File: src/rtl/piece_queue_scheduler_if.sv
// Handshake bundle between the piece queue, its RNG and the game/preview consumers.
// The slave modport is the queue's view; the master modport is the surrounding logic.
interface piece_queue_scheduler_if #(
  parameter int unsigned DEPTH = 4
);
  localparam int unsigned CW = $clog2(DEPTH + 1);

  logic                     flush;
  logic                     piece_pop;
  logic [2:0]               rng_num;
  logic                     rng_step;
  logic                     piece_valid;
  logic [2:0]               piece_id;
  logic [3*(DEPTH-1)-1:0]   preview;
  logic [CW-1:0]            count;
  logic                     busy;

  modport master (
    output flush, piece_pop, rng_num,
    input  rng_step, piece_valid, piece_id, preview, count, busy
  );

  modport slave (
    input  flush, piece_pop, rng_num,
    output rng_step, piece_valid, piece_id, preview, count, busy
  );
endinterface

File: src/rtl/piece_queue_scheduler.sv
// Keeps a DEPTH-entry queue of tetromino IDs filled from a 3-bit RNG, one request in flight.
// Define NO_REPEAT_EN to reroll once when a candidate repeats the last pushed piece.
module piece_queue_scheduler #(
  parameter int unsigned DEPTH   = 4,
  parameter int unsigned RNG_LAT = 3
) (
  input logic                    Clk,
  input logic                    Reset_n,
  piece_queue_scheduler_if.slave bus
);
  localparam int unsigned   CW        = $clog2(DEPTH + 1);
  localparam int unsigned   WW        = $clog2(RNG_LAT);
  localparam logic [CW-1:0] FULL      = CW'(DEPTH);
  localparam logic [CW-1:0] CNT_ONE   = CW'(1);
  localparam logic [WW-1:0] WAIT_LAST = WW'(RNG_LAT - 2);
  localparam logic [WW-1:0] WAIT_ONE  = WW'(1);

  typedef enum logic [1:0] {IDLE, STEP, WAIT, CHECK} state_t;

  state_t        state, state_nxt;
  logic [WW-1:0] wait_cnt;
  logic [2:0]    q     [DEPTH];
  logic [2:0]    q_nxt [DEPTH];
  logic [CW-1:0] cnt, cnt_nxt, push_idx;
  logic          pop_ok;
  logic          push;
  logic [2:0]    cand;

`ifdef NO_REPEAT_EN
  logic [2:0]    last_piece;
  logic          reroll_done;
  logic          reroll_set;
`endif

  assign pop_ok = bus.piece_pop && (cnt != '0);
  assign cand   = bus.rng_num - 3'd1;

  always_ff @(posedge Clk or negedge Reset_n) begin
    if (!Reset_n) begin
      state    <= IDLE;
      wait_cnt <= '0;
    end else begin
      state    <= bus.flush ? IDLE : state_nxt;
      wait_cnt <= (state == WAIT) ? wait_cnt + WAIT_ONE : '0;
    end
  end

  // The STEP cycle plus RNG_LAT-1 WAIT cycles puts the CHECK sample RNG_LAT cycles after the pulse.
  always_comb begin
    state_nxt = state;
    push      = 1'b0;
`ifdef NO_REPEAT_EN
    reroll_set = 1'b0;
`endif
    case (state)
      IDLE:  if ((cnt < FULL) || pop_ok) state_nxt = STEP;
      STEP:  state_nxt = WAIT;
      WAIT:  if (wait_cnt == WAIT_LAST) state_nxt = CHECK;
      CHECK: begin
        if (bus.rng_num == 3'd0) begin
          state_nxt = STEP;
`ifdef NO_REPEAT_EN
        end else if ((cand == last_piece) && !reroll_done) begin
          state_nxt  = STEP;
          reroll_set = 1'b1;
`endif
        end else begin
          push      = 1'b1;
          state_nxt = IDLE;
        end
      end
      default: state_nxt = IDLE;
    endcase
  end

  // Slots at or above count are kept zero (pop shifts in zero, flush clears),
  // so head and preview need no masking against count.
  always_comb begin
    q_nxt = q;
    if (pop_ok) begin
      for (int unsigned i = 0; i + 1 < DEPTH; i++) q_nxt[i] = q[i+1];
      q_nxt[DEPTH-1] = '0;
    end
    push_idx = pop_ok ? cnt - CNT_ONE : cnt;
    if (push) begin
      for (int unsigned i = 0; i < DEPTH; i++)
        if (CW'(i) == push_idx) q_nxt[i] = cand;
    end
    cnt_nxt = cnt;
    if (push && !pop_ok)      cnt_nxt = cnt + CNT_ONE;
    else if (pop_ok && !push) cnt_nxt = cnt - CNT_ONE;
  end

  always_ff @(posedge Clk or negedge Reset_n) begin
    if (!Reset_n) begin
      cnt <= '0;
      for (int unsigned i = 0; i < DEPTH; i++) q[i] <= '0;
    end else if (bus.flush) begin
      cnt <= '0;
      for (int unsigned i = 0; i < DEPTH; i++) q[i] <= '0;
    end else begin
      cnt <= cnt_nxt;
      q   <= q_nxt;
    end
  end

`ifdef NO_REPEAT_EN
  always_ff @(posedge Clk or negedge Reset_n) begin
    if (!Reset_n) begin
      last_piece  <= 3'd7;
      reroll_done <= 1'b0;
    end else if (bus.flush) begin
      last_piece  <= 3'd7;
      reroll_done <= 1'b0;
    end else if (push) begin
      last_piece  <= cand;
      reroll_done <= 1'b0;
    end else if (reroll_set) begin
      reroll_done <= 1'b1;
    end
  end
`endif

  always_comb begin
    bus.preview = '0;
    for (int unsigned i = 1; i < DEPTH; i++) bus.preview[3*(i-1) +: 3] = q[i];
  end

  assign bus.piece_id    = q[0];
  assign bus.piece_valid = (cnt != '0);
  assign bus.count       = cnt;
  assign bus.rng_step    = (state == STEP);
  assign bus.busy        = (state != IDLE);
endmodule

File: src/flat_wrapper.sv
// flat-port wrapper written by rule: the top's interface ports become plain ports
module piece_queue_scheduler_flat 
#(
  parameter int unsigned DEPTH   = 4,
  parameter int unsigned RNG_LAT = 3
)
  (Clk, Reset_n, bus_flush, bus_piece_pop, bus_rng_num, bus_rng_step, bus_piece_valid, bus_piece_id, bus_preview, bus_count, bus_busy);
  piece_queue_scheduler_if #(.DEPTH(DEPTH)) bus_i ();
  input logic Clk;
  input logic Reset_n;
  input wire logic [$bits(bus_i.flush)-1:0] bus_flush;
  input wire logic [$bits(bus_i.piece_pop)-1:0] bus_piece_pop;
  input wire logic [$bits(bus_i.rng_num)-1:0] bus_rng_num;
  output wire logic [$bits(bus_i.rng_step)-1:0] bus_rng_step;
  output wire logic [$bits(bus_i.piece_valid)-1:0] bus_piece_valid;
  output wire logic [$bits(bus_i.piece_id)-1:0] bus_piece_id;
  output wire logic [$bits(bus_i.preview)-1:0] bus_preview;
  output wire logic [$bits(bus_i.count)-1:0] bus_count;
  output wire logic [$bits(bus_i.busy)-1:0] bus_busy;
  assign bus_i.flush = bus_flush;
  assign bus_i.piece_pop = bus_piece_pop;
  assign bus_i.rng_num = bus_rng_num;
  assign bus_rng_step = bus_i.rng_step;
  assign bus_piece_valid = bus_i.piece_valid;
  assign bus_piece_id = bus_i.piece_id;
  assign bus_preview = bus_i.preview;
  assign bus_count = bus_i.count;
  assign bus_busy = bus_i.busy;
  piece_queue_scheduler #(.DEPTH(DEPTH), .RNG_LAT(RNG_LAT)) u_core (.Clk(Clk), .Reset_n(Reset_n), .bus(bus_i));
endmodule
File: config.mk
export PLATFORM = sky130hd
export DESIGN_NAME = piece_queue_scheduler_flat
export DESIGN_NICKNAME = d
export VERILOG_FILES = /design/src/rtl/piece_queue_scheduler_if.sv /design/src/rtl/piece_queue_scheduler.sv /design/src/flat_wrapper.sv
export SDC_FILE = /design/constraint.sdc
export NUM_CORES = 1
export LEC_CHECK = 0
export CORE_MARGIN = 5
export CORE_UTILIZATION = 50
export CTS_CLUSTER_SIZE = 8
export DETAILED_ROUTE_END_ITERATION = 8
export HOLD_SLACK_MARGIN = 0.15
export MAX_ROUTING_LAYER = met4
export PLACE_DENSITY = 0.87
export SYNTH_ARGS = -nofsm -noshare
export SYNTH_HDL_FRONTEND = slang
export SYNTH_SLANG_ARGS = --single-unit
export TNS_END_PERCENT = 20
File: constraint.sdc
create_clock -name Clk -period 2.17 [get_ports Clk]
set_input_delay 0.434 -clock Clk [delete_from_list [all_inputs] [get_ports Clk]]
set_output_delay 0.434 -clock Clk [all_outputs]
set_load 0.01 [all_outputs]
==> results.sh <==
export IMPL_drive_above_1_share=0.260
export IMPL_synth_edf_count=0
export IMPL_p_per_area_nw_per_um2=981
export IMPL_worst_clock_skew_ns=0.0128
export IMPL_grt_setup_unrepaired="yes"
export IMPL_crit_top_cell="inv_1"
export IMPL_coreArea_um2=2430
export IMPL_synth_simple_area_share=0.153
export IMPL_required_ns=1.74
export IMPL_avgRoutedWirePerCell_um=17.1
export IMPL_multiInputGateArea_um2=778
export IMPL_layout_nets=187
export IMPL_hold_path_class="input port to async pin"
export IMPL_fmaxAchievable_mhz=474
export IMPL_synthTopCellsByArea="dfrtp_1 38%, mux2_2 11%, ha_1 10%"
export IMPL_clock_path_buffers=2
export IMPL_synth_compound_area_share=0.173
export IMPL_finalHoldViolCount=0
export IMPL_die_w_um=59.9
export IMPL_netlist_area_leader_share=0.383
export IMPL_viasPerCell=5.88
export IMPL_synth_top_family_by_area="compound AO/OA/AOI/OAI gates"
export IMPL_critPathMaxStageDelay_ns=0.54
export IMPL_grt_pass1_wl_um=5680
export IMPL_worst_pin_slew_ns=0.433
export IMPL_num_vias=1170
export IMPL_ys_ff_latch=19
export IMPL_synthArstFlopShare=1.00
export IMPL_yosysSeqAreaShare=0.383
export IMPL_syn_instance_count=133
export IMPL_pwr_share_clk=0.111
export IMPL_leakage_nw=0.760
export IMPL_grtUsageTotal=0.214
export IMPL_path_cells="inv_1 -> ha_1 -> inv_1 -> clkdlybuf4s50_1"
export IMPL_synthAdderAreaFrac=0.109
export IMPL_met3_wirelength_um=156
export IMPL_fin_setup_tns_ns=0
export IMPL_post_synth_instance_area_um2=1240
export IMPL_grt_pass1_vias=1170
export IMPL_holdBufCountCts=0
export IMPL_startpoint_type="register"
export IMPL_clk_latency_ns=0.30
export IMPL_clk_pin_slew_ns=0.12
export IMPL_drv_cap=0
export IMPL_setup_viol=0
export IMPL_grt_overflow=0
export IMPL_die_y_um=59.9
export IMPL_met1_length_um=1430
export IMPL_row_count=18
export IMPL_critPathKind="register to primary output"
export IMPL_p_int_uw=931
export IMPL_cts_tree="yes"
export IMPL_syn2layout_area_growth_pct=38.0
export IMPL_swShare=0.446
export IMPL_cp_data_arrival_time_ns=1.68
export IMPL_fillers=176
export IMPL_muxShareOfSynthArea=0.117
export IMPL_grt_start_max_net_pins=20
export IMPL_diodes=0
export IMPL_synth_xor_area_frac=0.00705
export IMPL_port_buffers=24
export IMPL_ios=25
export IMPL_cp_max_fo=4
export IMPL_antenna_found_initial=0
export IMPL_fin_crit_ns=2.11
export IMPL_slowest_stage="clkdlybuf4s50_1"
export IMPL_finalCritPeriodShare=0.973
export IMPL_drt_iter0_markers=44
export IMPL_htree_levels=1
export IMPL_p_comb_frac=0.613
export IMPL_dpl_cell_area_um2=1600
export IMPL_remaining_drc_errors=0
export IMPL_crit_path_end_kind="primary output"
export IMPL_seqPwrFrac=0.276
export IMPL_highest_signal_layer="met4"
export IMPL_synth_top_area_cell="dfrtp_1"
export IMPL_cts_buffers=3
export IMPL_outcome="finished clean"
export IMPL_synth_warnings=0
export IMPL_synth_nets=150
export IMPL_synth_commonest_cells="19 x dfrtp_1, 13 x a21oi_1, 12 x inv_1, 12 x mux2_2, 11 x o21ai_0"
export IMPL_design_area_um2=1710
export IMPL_start_util=0.511
export IMPL_ys_types=31
export IMPL_slew_violations=0
export IMPL_drtAntennaViolNets=0
export IMPL_root_buffer="clkbuf_4"
export IMPL_firstDrtPassIters=4
export IMPL_syn_area_per_cell_um2=9.34
export IMPL_gp_congestion=0.877
export IMPL_seqCellArea_um2=475
export IMPL_vdd_drop_max_mv=0.603
export IMPL_cts_sinks=19
export IMPL_synth_most_common_cell="dfrtp_1"
export IMPL_post_dp_hpwl_um=2300
export IMPL_synth_ff_type="dfrtp_1"
export IMPL_slew_headroom=0.709
export IMPL_routed_wl_um=3410
export IMPL_final_util=0.705
export IMPL_die_area_um2=3580
export IMPL_p_switching_uw=751
export IMPL_dr_wl_met2_um=1780
==> worst max-delay path, delay by kind of cell (launching register included) <==
| kind | cells | cell delay, ns |
|---|---|---|
| flip-flops | 1 | 0.40 |
| buffers and inverters | 3 | 0.74 |
| adder cells (fa/ha/maj) | 1 | 0.24 |
==> worst paths after layout <==
path | slack [ns] | depth (start not counted) | end | from
max | 0.06 | 4 | bus_busy | u_core.state[0]$_DFFE_PN0P_
min | 0.44 | 2 | u_core.bus.preview[8]$_DFF_PN0_ | Reset_n
max reg2reg | 0.14 | 6 | u_core.bus.preview[5]$_DFF_PN0_ | u_core.bus.count[1]$_DFFE_PN0P_
min reg2reg | 0.44 | 1 | u_core.wait_cnt[0]$_DFF_PN0_ | u_core.wait_cnt[0]$_DFF_PN0_
max in group asynchronous | 1.50 | 2 | u_core.bus.preview[1]$_DFF_PN0_ | Reset_n
min in group Clk | 0.44 | 1 | u_core.wait_cnt[0]$_DFF_PN0_ | u_core.wait_cnt[0]$_DFF_PN0_
==> power groups by stage <==
stage          combinational, mW  clock, mW  sequential, mW
2_1_floorplan              0.499          0           0.486
3_3_place_gp               0.866          0           0.462
3_5_place_dp               0.894          0           0.469
4_1_cts                    0.904      0.193           0.462
6_report                    1.03      0.186           0.464
5_1_grt                     1.12      0.214           0.472
==> kinds of logic (layout without fill, tap and decap cells) <==
kind of cell,Yosys count,in the layout
AOI/OAI and AO/OA,36,36
xor gates and xnor gates,1,1
adders and majority gates,11,11
buffers and inverters,19,55
DFF,19,19
muxes,13,13
and+or+nand+nor,34,34
==> cell type report <==
| cell class | count | share of cell area |
|---|---|---|
| inverters | 13 | 0.0285 |
| flip-flops and latches | 19 | 0.277 |
| repair buffers | 38 | 0.203 |
| clock buffers | 4 | 0.0153 |
| multi-input cells | 95 | 0.454 |
| well taps | 30 | 0.0219 |
==> metrics by stage <==
step | setup WS, ns | instances | total power [mW] | hold slack (ns)
floorplan | 0.217 | 133 | 0.986 | 0.138
global placement | -0.275 | 195 | 1.33 | 0.421
detailed placement | -0.336 | 195 | 1.36 | 0.434
CTS | 0.0164 | 199 | 1.56 | 0.450
global route | -0.0178 | 199 | 1.81 | 0.445
finish | 0.0594 | 199 | 1.68 | 0.440
==> timing repair <==
action | CTS | global route
resized for setup | 4 | 14
hold endpoints to repair | 0 | 0
buffers inserted | 0 | 0
pin swaps | 0 | 4
setup endpoints to repair | 7 | 14
==> flip-flops by register name, indices dropped and copies added, names as in the netlist <==
signal / flops
u_core.wait_cnt: 2
u_core.bus.piece_id: 3
u_core.bus.preview: 9
u_core.state: 2
u_core.bus.count: 3
==> per-layer routing <==
| layer | track usage | vias to the layer above |
|---|---|---|
| li1 | - | 551 |
| met1 | 0.281 | 569 |
| met2 | 0.336 | 42 |
| met3 | 0.0324 | 8 |
| met4 | 0.0696 | 0 |
| met5 | - | - |
==> placed cells by master, fill, tap and decap left out, types with 5 or more instances in the layout <==
master and count:
o21ai_0 11, clkdlybuf4s50_1 23, ha_1 10, inv_1 11
mux2_2 12, buf_4 13, nand3_1 9, dfrtp_1 19
a21oi_1 12, nor2_1 5
Note: power is estimated with default switching activity, not from simulation.
